--- config.mk ---
export PLATFORM = sky130hd
export DESIGN_NAME = tl_sink_router_e
export DESIGN_NICKNAME = d
export VERILOG_FILES = /design/src/rtl/tl_pkg.sv /design/src/rtl/tl_spill_reg.sv /design/src/rtl/tl_sink_router_e.sv
export SDC_FILE = /design/constraint.sdc
export NUM_CORES = 1
export LEC_CHECK = 0
export ABC_AREA = 1
export BUFFER_PORTS_ARGS = -buffer_cell sky130_fd_sc_hd__clkbuf_2
export CORE_AREA = 4 4 76 57
export CTS_BUF_LIST = sky130_fd_sc_hd__clkbuf_16
export CTS_CLUSTER_SIZE = 20
export DETAILED_ROUTE_END_ITERATION = 8
export DIE_AREA = 0 0 80 61
export GPL_TIMING_DRIVEN = 0
export PLACE_DENSITY = 0.77
export SLEW_MARGIN = 40
export SYNTH_ARGS = -nofsm -noshare
export SYNTH_HDL_FRONTEND = slang
export SYNTH_HIERARCHICAL = 1
export SYNTH_SLANG_ARGS = --single-unit
--- constraint.sdc ---
create_clock -name clk_i -period 2.5 [get_ports clk_i]
set_input_delay 0 -clock clk_i [delete_from_list [all_inputs] [get_ports clk_i]]
set_output_delay 0 -clock clk_i [all_outputs]
set_load 0.02 [all_outputs]
--- src/rtl/tl_pkg.sv ---
// TileLink E-channel types shared by the sink router and its testbench.
// tl_e_t : one E-channel beat (grant acknowledge), carrying the sink id.
package tl_pkg;

    localparam int unsigned SinkW = 8;

    typedef struct packed {
        logic [SinkW-1:0] sink;
    } tl_e_t;

endpackage

--- src/rtl/tl_spill_reg.sv ---
// Two-entry valid/ready spill stage for an arbitrary packed payload type.
// Ports:
//   clk_i, rst_i       : clock, synchronous active-low reset
//   valid_i/ready_o    : upstream handshake (ready_o is a flop, no path from ready_i)
//   data_i             : upstream payload
//   valid_o/ready_i    : downstream handshake
//   data_o             : head entry, held stable until popped
module tl_spill_reg #(
    parameter type T = logic
) (
    input  logic clk_i,
    input  logic rst_i,
    input  logic valid_i,
    output logic ready_o,
    input  T     data_i,
    output logic valid_o,
    input  logic ready_i,
    output T     data_o
);

    T           mem_q [2];
    logic       wr_ptr_q, wr_ptr_d;
    logic       rd_ptr_q, rd_ptr_d;
    logic [1:0] cnt_q, cnt_d;
    logic       ready_q, ready_d;
    logic       push, pop;

    assign push    = valid_i & ready_q;
    assign pop     = valid_o & ready_i;
    assign valid_o = (cnt_q != 2'd0);
    assign data_o  = mem_q[rd_ptr_q];
    assign ready_o = ready_q;

    always_comb begin
        wr_ptr_d = wr_ptr_q ^ push;
        rd_ptr_d = rd_ptr_q ^ pop;
        cnt_d    = cnt_q + {1'b0, push} - {1'b0, pop};
        // Ready is registered from the next occupancy so a simultaneous
        // push and pop at one entry keeps full throughput.
        ready_d  = (cnt_d != 2'd2);
    end

    always_ff @(posedge clk_i) begin
        if (!rst_i) begin
            wr_ptr_q <= 1'b0;
            rd_ptr_q <= 1'b0;
            cnt_q    <= 2'd0;
            ready_q  <= 1'b0;
        end else begin
            wr_ptr_q <= wr_ptr_d;
            rd_ptr_q <= rd_ptr_d;
            cnt_q    <= cnt_d;
            ready_q  <= ready_d;
        end
    end

    // Payload storage needs no reset; occupancy alone qualifies it.
    always_ff @(posedge clk_i) begin
        if (push) begin
            mem_q[wr_ptr_q] <= data_i;
        end
    end

endmodule

--- src/rtl/tl_sink_router_e.sv ---
// Routes TileLink E-channel beats to one of SLAVE_NUM slaves by a sink bit field.
// Ports:
//   clk_i, rst_i            : clock, synchronous active-low reset
//   e_valid_i/e_ready_o     : upstream handshake, e_bits_i upstream beat
//   e_valid_o (one-hot)     : per-slave valid, e_ready_i per-slave ready
//   e_bits_o                : beat broadcast to all slaves
//   err_o, drop_cnt_o       : sticky unmapped flag and saturating unmapped count
//   err_clr_i               : clears err_o and drop_cnt_o (wins over a same-cycle event)
module tl_sink_router_e
    import tl_pkg::*;
#(
    parameter int unsigned SLAVE_NUM     = 8,
    parameter int unsigned SINK_LSB      = 2,
    parameter int unsigned SINK_MSB      = 5,
    parameter int unsigned PIPE          = 1,
    parameter int unsigned DROP_UNMAPPED = 1,
    parameter type         DATA_T        = tl_e_t
) (
    input  logic                 clk_i,
    input  logic                 rst_i,
    input  logic                 e_valid_i,
    output logic                 e_ready_o,
    input  DATA_T                e_bits_i,
    output logic [SLAVE_NUM-1:0] e_valid_o,
    input  logic [SLAVE_NUM-1:0] e_ready_i,
    output DATA_T                e_bits_o,
    output logic                 err_o,
    input  logic                 err_clr_i,
    output logic [15:0]          drop_cnt_o
);

    localparam int unsigned ROUTE_W = SINK_MSB - SINK_LSB;
    localparam int unsigned CNT_W   = 16;
    localparam logic        DropEn  = (DROP_UNMAPPED != 0);

    if (SINK_MSB <= SINK_LSB || SLAVE_NUM > (1 << ROUTE_W)) begin : gen_param_err
        $error("tl_sink_router_e: bad SINK_MSB/SINK_LSB/SLAVE_NUM combination");
    end

    function automatic logic [SLAVE_NUM-1:0] decode(input logic [ROUTE_W-1:0] idx,
                                                    input logic mapped);
        logic [SLAVE_NUM-1:0] sel;
        sel = '0;
        for (int k = 0; k < SLAVE_NUM; k++) begin
            sel[k] = mapped && (idx == ROUTE_W'(k));
        end
        return sel;
    endfunction

    logic [ROUTE_W-1:0] in_idx;
    logic               in_mapped;

    assign in_idx    = e_bits_i.sink[SINK_MSB-1:SINK_LSB];
    assign in_mapped = (32'(in_idx) < SLAVE_NUM);

    if (PIPE != 0) begin : gen_pipe
        typedef struct packed {
            DATA_T              bits;
            logic [ROUTE_W-1:0] idx;
            logic               mapped;
        } entry_t;

        entry_t               in_entry, out_entry;
        logic                 spill_valid, spill_ready, out_valid, out_ready;
        logic [SLAVE_NUM-1:0] out_sel;

        assign in_entry    = '{bits: e_bits_i, idx: in_idx, mapped: in_mapped};
        // Without drop, unmapped beats are never enqueued and stall upstream.
        assign spill_valid = e_valid_i & (in_mapped | DropEn);
        assign e_ready_o   = spill_ready & (in_mapped | DropEn);

        tl_spill_reg #(
            .T(entry_t)
        ) u_spill (
            .clk_i  (clk_i),
            .rst_i  (rst_i),
            .valid_i(spill_valid),
            .ready_o(spill_ready),
            .data_i (in_entry),
            .valid_o(out_valid),
            .ready_i(out_ready),
            .data_o (out_entry)
        );

        assign out_sel   = decode(out_entry.idx, out_entry.mapped);
        assign e_valid_o = out_valid ? out_sel : '0;
        // Unmapped entries drain on their own without any slave seeing them.
        assign out_ready = out_entry.mapped ? |(out_sel & e_ready_i) : 1'b1;
        assign e_bits_o  = out_entry.bits;
    end else begin : gen_comb
        logic [SLAVE_NUM-1:0] in_sel;

        assign in_sel    = decode(in_idx, in_mapped);
        assign e_valid_o = e_valid_i ? in_sel : '0;
        assign e_ready_o = in_mapped ? |(in_sel & e_ready_i) : DropEn;
        assign e_bits_o  = e_bits_i;
    end

    logic             err_q, err_d;
    logic [CNT_W-1:0] drop_cnt_q, drop_cnt_d;
    logic             pres_q, pres_d;
    logic             unmapped_in, cnt_evt;

    assign unmapped_in = e_valid_i & ~in_mapped;
    // A stalled unmapped beat is counted once, on its first presented cycle.
    assign cnt_evt     = DropEn ? (unmapped_in & e_ready_o) : (unmapped_in & ~pres_q);
    assign pres_d      = unmapped_in;

    always_comb begin
        err_d      = err_q | cnt_evt;
        drop_cnt_d = drop_cnt_q;
        if (cnt_evt && (drop_cnt_q != {CNT_W{1'b1}})) begin
            drop_cnt_d = drop_cnt_q + 1'b1;
        end
        if (err_clr_i) begin
            err_d      = 1'b0;
            drop_cnt_d = '0;
        end
    end

    always_ff @(posedge clk_i) begin
        if (!rst_i) begin
            err_q      <= 1'b0;
            drop_cnt_q <= '0;
            pres_q     <= 1'b0;
        end else begin
            err_q      <= err_d;
            drop_cnt_q <= drop_cnt_d;
            pres_q     <= pres_d;
        end
    end

    assign err_o      = err_q;
    assign drop_cnt_o = drop_cnt_q;

endmodule

==> metrics.yaml, run 1 <==
power.leakage_nw: 1.043
syn_avg_cell_area_um2: 11.51
critPathArrivalTime_ns: 2.51
cp_common_cell: "nand2_1"
slew_violations: 0
crit_buf_inv: 4
clock_path_buffers: 2
slew_headroom: 0.6064
drc_errors: 0
power_w: 0.002518
post-place-ws_ns: -0.1219
ant_nets: 0
fp.dieW_um: 80
powerDensity_nw_per_um2: 1123
clk_pin_slew_worst_paths_ns: 0.05
min_period_over_period: 0.9373
status: "complete, no violations"
crit_required_ns: 2.67
critPathTopFamily: "simple AND/OR/NAND/NOR gates"
fin_skew_ns: 0.004523
cts_tree: "built"
whs_ns: 0.2078
cts_buffers: 5
grt_pass1_vias: 964
syn_to_final_growth_pct: 41.21
ir_drop_uv: 741.3
fin_util: 0.6382
syn_area_um2: 1588
ys_types: 26
setup_ws_ns: 0.1566
layout-drive-gt1-share: 0.4906
crit_path_start_kind: "flip-flop"
setup_violations: 0
insertion_delay_ns: 0.27
ys.warnings.count: 6
slowest_delay_ns: 0.36
viasPerCell: 4.233
gr-total-overflow: 0
ys_seq_area_frac: 0.5296
drt_iter0_markers: 43
fin_crit_ns: 2.343
floorplan.core_area_um2: 3513
firstDrtPassIters: 4
endpoint_kind: "flip-flop"
slowest_stage: "dfxtp_4"
wirelength_um: 2802
hpwl_um: 2102
fillers: 268
die_h_um: 61
gp_congestion: 0.7582
top_level_ports: 54
synth_cells: 138
layout.nets: 233
grt_pass1_wl_um: 4153
vias: 1109
grt_max_degree: 13
tightest_slew_ns: 0.5898
ys_seq_elements: 30
grt_usage: 0.1162
criticalPathCategory: "flip-flop to flip-flop"
rows: 18
dieArea_um2: 4880
start_util: 0.4519
io_buffers: 35
crit_chain: "buf_8 > mux2_4 > buf_6 > nand2_2 > inv_1 > nand3_1 > nand2_1 > nor2_1 > nand3_4 > inv_2 > o21ai_2 > nand2_1 > ha_2 > nand2_1 > nand2_1 > nand3_2 > nand3_1 > nand2_1"
hold_class: "primary input to flip-flop"
hold_violations: 0
wl_per_cell_um: 10.69
fin_setup_tns_ns: 0
max_freq_mhz: 426.7
cts_sinks: 30
cts_root_buf: "clkbuf_16"
antenna_cells: 0
antenna_found_initial: 0
h-tree-depth: 2
crit_fanout: 8
drv_cap: 0
-- path summary, 6_finish.rpt --
kind              slack, ns  cells past startpoint                       from                   endpoint
setup / recovery       0.16                     18                  flip-flop   gen_pipe.u_spill/ready_o
hold / removal         0.21                      4                  e_valid_i  gen_pipe.u_spill/cnt_q[1]
setup reg to reg       0.16                     18                  flip-flop   gen_pipe.u_spill/ready_o
hold reg to reg        0.46                      1  gen_pipe.u_spill/rd_ptr_q                  flip-flop
-- cell usage in the layout (no fill, tap or decap) --
| cell | netlist | routed |
|---|---|---|
| conb_1 | 2 | 19 |
| mux2_2 | 2 | 2 |
| ha_1 | 2 | 1 |
| dlygate4sd3_1 | 0 | 9 |
| buf_6 | 3 | 2 |
| nand3_1 | 9 | 8 |
| clkbuf_16 | 0 | 5 |
| a21oi_2 | 1 | 1 |
| dfxtp_1 | 6 | 5 |
| clkinv_2 | 1 | 1 |
| inv_1 | 12 | 12 |
| dfxtp_4 | 0 | 1 |
| nor2_4 | 3 | 4 |
| nand3_2 | 1 | 1 |
| a21oi_1 | 2 | 2 |
| nor2_1 | 7 | 5 |
| inv_2 | 5 | 5 |
| nand2_4 | 2 | 2 |
| nor4_1 | 5 | 5 |
| ha_2 | 0 | 1 |
| buf_4 | 17 | 22 |
| nand2_1 | 14 | 14 |
| clkinv_1 | 0 | 1 |
| bufinv_16 | 0 | 2 |
| edfxtp_1 | 24 | 24 |
| o21ai_0 | 2 | 1 |
| nand3_4 | 1 | 2 |
| clkbuf_2 | 0 | 35 |
| o21ai_2 | 1 | 2 |
| nor2_2 | 2 | 3 |
| nand2_2 | 2 | 2 |
| buf_8 | 0 | 1 |
| mux2_4 | 10 | 10 |
| nor3_1 | 2 | 2 |
-- layer usage --
layer	global-route usage	part of all wire
met5	0	0
met3	0.05935	0.10
met1	0.1282	0.40
met2	0.1958	0.48
met4	0.04337	0.010
-- worst register-to-register path: stages (launching register included) --
cell     delay (ns)
dfxtp_4        0.36
buf_8          0.12
mux2_4         0.30
buf_6          0.14
nand2_2        0.09
inv_1          0.04
nand3_1        0.07
nand2_1        0.06
nor2_1         0.17
nand3_4        0.12
inv_2          0.10
o21ai_2        0.06
nand2_1        0.06
ha_2           0.18
nand2_1        0.05
nand2_1        0.08
nand3_2        0.08
nand3_1        0.08
nand2_1        0.05
-- state kept, by name, indices dropped and copies added, names as in the netlist, named ones only --
signal,count
gen_pipe.u_spill/rd_ptr_q,1
gen_pipe.u_spill/mem_q,24
gen_pipe.u_spill/ready_o,1
gen_pipe.u_spill/wr_ptr_q,1
gen_pipe.u_spill/cnt_q,2
-- synth_stat cells (all sizes together) --
cell type	number	area, um^2
edfxtp	24	720.7
buf	20	161.4
nand2	18	87.58
inv	17	63.81
mux2	12	172.7
nor2	12	72.57
nand3	11	72.57
dfxtp	6	120.1
nor4	5	31.28
a21oi	3	18.77
o21ai	3	18.77
conb	2	7.510
ha	2	25.02
nor3	2	10.01
clkinv	1	5.000
-- final cells by class --
cell class,instances,area (um^2),area share
Buffer,20,165.2,0.07366
Clock buffer,5,125.1,0.05580
Inverter,18,68.82,0.03069
Sequential cell,30,844.6,0.3767
Multi-Input combinational cell,87,609.3,0.2718
Tap cell,50,62.56,0.02790
Clock inverter,3,63.81,0.02846
Timing Repair Buffer,49,302.8,0.1350
-- report_power, final --
group / leakage (nW) / switching (W) / internal [W]
combinational: 0.681 / 0.000602 / 0.000448
sequential: 0.271 / 0.0000496 / 0.000658
clock: 0.0915 / 0.000195 / 0.000565
-- kinds of logic after synthesis --
| family | Yosys count | share of synthesized area |
|---|---|---|
| DFF | 30 | 0.5296 |
| AOI/OAI and AO/OA | 6 | 0.02364 |
| other | 2 | 0.004730 |
| and+or+nand+nor | 48 | 0.1726 |
| adders and majority gates | 2 | 0.01576 |
| buffers and inverters | 38 | 0.1450 |
| muxes | 12 | 0.1087 |
-- per-stage QoR --
stage,std cells,area (um^2)
6_report,262,2242
4_1_cts,259,2192
2_1_floorplan,155,1652
5_1_grt,262,2242
3_5_place_dp,240,1892
3_3_place_gp,240,1889
-- timing repair --
item,CTS,global route
pin swaps,0,1
buffers inserted,2,3
hold buffers,9,0
setup endpoints to repair,2,2
gates resized for setup,2,8
endpoints found under the hold margin,25,0
cloned,0,0
Power figures use the tool's default switching activity.
==> inputs of run 2 (changes only) <==
RECOVER_POWER = 25   (was default)
==> run 2 against run 1 <==
Worst setup slack is essentially flat. Clock skew barely moved. Die area stayed put. Combinational power is essentially flat. Design area down 0.28%. First-iteration DRC count fell by 7.0%. Critical path depth stayed put. Wire length up 0.29%. Register-to-register slack about the same.
==> metrics.yaml, run 2 (synthesized netlist as in run 1, its figures left out) <==
status: "complete, no violations"  # unchanged
cts_buffers: 5  # unchanged
fin_skew_ns: 0.004508  # was 0.004523 ns
clock_path_buffers: 2  # unchanged
ir_drop_uv: 741.4  # was 741.3 uV
syn_to_final_growth_pct: 40.82  # was 41.21%
slew_violations: 0  # unchanged
floorplan.core_area_um2: 3513  # unchanged
vias: 1111  # was 1,109
gp_congestion: 0.7582  # unchanged
grt_max_degree: 13  # unchanged
slew_headroom: 0.5852  # was 0.6064
endpoint_kind: "flip-flop"  # unchanged
top_level_ports: 54  # unchanged
tightest_slew_ns: 0.6215  # was 0.5898 ns
rows: 18  # unchanged
grt_pass1_vias: 964  # unchanged
insertion_delay_ns: 0.27  # about the same
clk_pin_slew_worst_paths_ns: 0.05  # about the same
powerDensity_nw_per_um2: 1125  # was 1123 nW/um^2
p_int_w: 0.001671  # was 0.001672 W
critPathArrivalTime_ns: 2.51  # about the same
dieArea_um2: 4880  # unchanged
cts_sinks: 30  # unchanged
largest_reg_flops: 24  # unchanged
viasPerCell: 4.240  # was 4.233
largest_register: "gen_pipe.u_spill/mem_q"  # unchanged
p_sw_w: 0.0008459  # was 0.0008463 W
antenna_found_initial: 0  # unchanged
crit_required_ns: 2.67  # about the same
hold_violations: 0  # unchanged
seqPwrFrac: 0.281  # about the same
layout-drive-gt1-share: 0.4670  # was 0.4906
cts_tree: "built"  # unchanged
cts_root_buf: "clkbuf_16"  # unchanged
wirelength_um: 2810  # was 2802 um
gr-total-overflow: 0  # unchanged
crit_path_start_kind: "flip-flop"  # unchanged
final_common_cell: "clkbuf_2"  # unchanged
drc_errors: 0  # unchanged
p_clk_frac: 0.302  # about the same
setup_violations: 0  # unchanged
io_buffers: 35  # unchanged
post-place-ws_ns: -0.1219  # unchanged
comb_power_share: 0.417  # about the same
criticalPathCategory: "flip-flop to flip-flop"  # unchanged
fp.dieW_um: 80  # unchanged
holdPathStages: 4  # unchanged
fin_crit_ns: 2.343  # about the same
final_cell_mix: "30 x clkbuf_2, 24 x edfxtp_1, 22 x buf_4"  # was 35 x clkbuf_2, 24 x edfxtp_1, 22 x buf_4
crit_fanout: 8  # unchanged
grt_usage: 0.1162  # unchanged
setup_ws_ns: 0.1566  # about the same
start_util: 0.4519  # unchanged
power.leakage_nw: 1.028  # was 1.043 nW
h-tree-depth: 2  # unchanged
firstDrtPassIters: 4  # unchanged
r2r_cells: 18  # unchanged
drt_iter0_markers: 40  # was 43
swShare: 0.3361  # about the same
hpwl_um: 2102  # unchanged
grt_pass1_wl_um: 4153  # unchanged
die_h_um: 61  # unchanged
hold_class: "primary input to flip-flop"  # unchanged
fin_util: 0.6364  # was 0.6382
hold_path.startpoint: "e_valid_i"  # unchanged
max_freq_mhz: 426.7  # about the same
ant_nets: 0  # unchanged
antenna_cells: 0  # unchanged
reg_top3: "gen_pipe.u_spill/mem_q x24, gen_pipe.u_spill/cnt_q x2"  # unchanged
layout.nets: 233  # unchanged
wl_per_cell_um: 10.73  # was 10.69 um
min_period_over_period: 0.9374  # was 0.9373
drv_cap: 0  # unchanged
==> run 2: final cells by class <==
class | count | area, um^2
Timing Repair Buffer | 49 | 296.5
Multi-Input combinational cell | 87 | 609.3
Buffer | 20 | 165.2
Tap cell | 50 | 62.56
Sequential cell | 30 | 844.6
Inverter | 18 | 68.82
Fill cell | 273 | 1277
Clock buffer | 5 | 125.1
Clock inverter | 3 | 63.81
==> run 2: power groups by stage <==
stage | sequential, W | combinational, W | clock, W
after floorplan | 0.000711 | 0.000753 | 0
after global placement | 0.000709 | 0.000930 | 0
after detailed placement | 0.000712 | 0.000944 | 0
after CTS | 0.000706 | 0.000984 | 0.000772
after global routing | 0.000717 | 0.00114 | 0.000798
final | 0.000707 | 0.00105 | 0.000759
==> run 2: timing repair <==
| item | 4_1_cts | 5_1_grt |
|---|---|---|
| pin swaps | 0 | 1 |
| gates resized for setup | 2 | 8 |
| setup endpoints to repair | 2 | 2 |
| buffers inserted | 2 | 3 |
| hold buffers | 9 | 0 |
| hold endpoints to repair | 25 | 0 |
==> run 2: worst paths after layout <==
path              slack, ns                        end
hold / removal         0.21  gen_pipe.u_spill/cnt_q[1]
setup reg to reg       0.16   gen_pipe.u_spill/ready_o
hold reg to reg        0.46                  flip-flop
setup / recovery       0.16   gen_pipe.u_spill/ready_o
==> run 2: stage by stage <==
stage	TNS, ns	hold WS [ns]	std cells	power (W)	area, um^2
after floorplan	0	0.09887	155	0.001464	1652
after global placement	-0.1729	0.1890	240	0.001639	1889
after detailed placement	-0.1798	0.1967	240	0.001656	1892
after CTS	0	0.2022	259	0.002462	2192
after global routing	-0.007876	0.2350	262	0.002657	2236
final	0	0.2083	262	0.002516	2236
==> run 2: routing by layer <==
| layer | wire length, um | track usage | up-vias |
|---|---|---|---|
| li1 | - | - | 574 |
| met2 | 1346 | 0.1958 | 38 |
| met1 | 1147 | 0.1282 | 494 |
| met5 | 0 | 0 | - |
| met4 | 24 | 0.04337 | 0 |
| met3 | 292 | 0.05935 | 5 |
==> run 2: worst max-delay path, cell delays in order, from the launching register on <==
cell     delay, ns
dfxtp_4       0.36
buf_8         0.12
mux2_4        0.30
buf_6         0.14
nand2_2       0.09
inv_1         0.04
nand3_1       0.07
nand2_1       0.06
nor2_1        0.17
nand3_4       0.12
inv_2         0.10
o21ai_2       0.06
nand2_1       0.06
ha_2          0.18
nand2_1       0.05
nand2_1       0.08
nand3_2       0.08
nand3_1       0.08
nand2_1       0.05
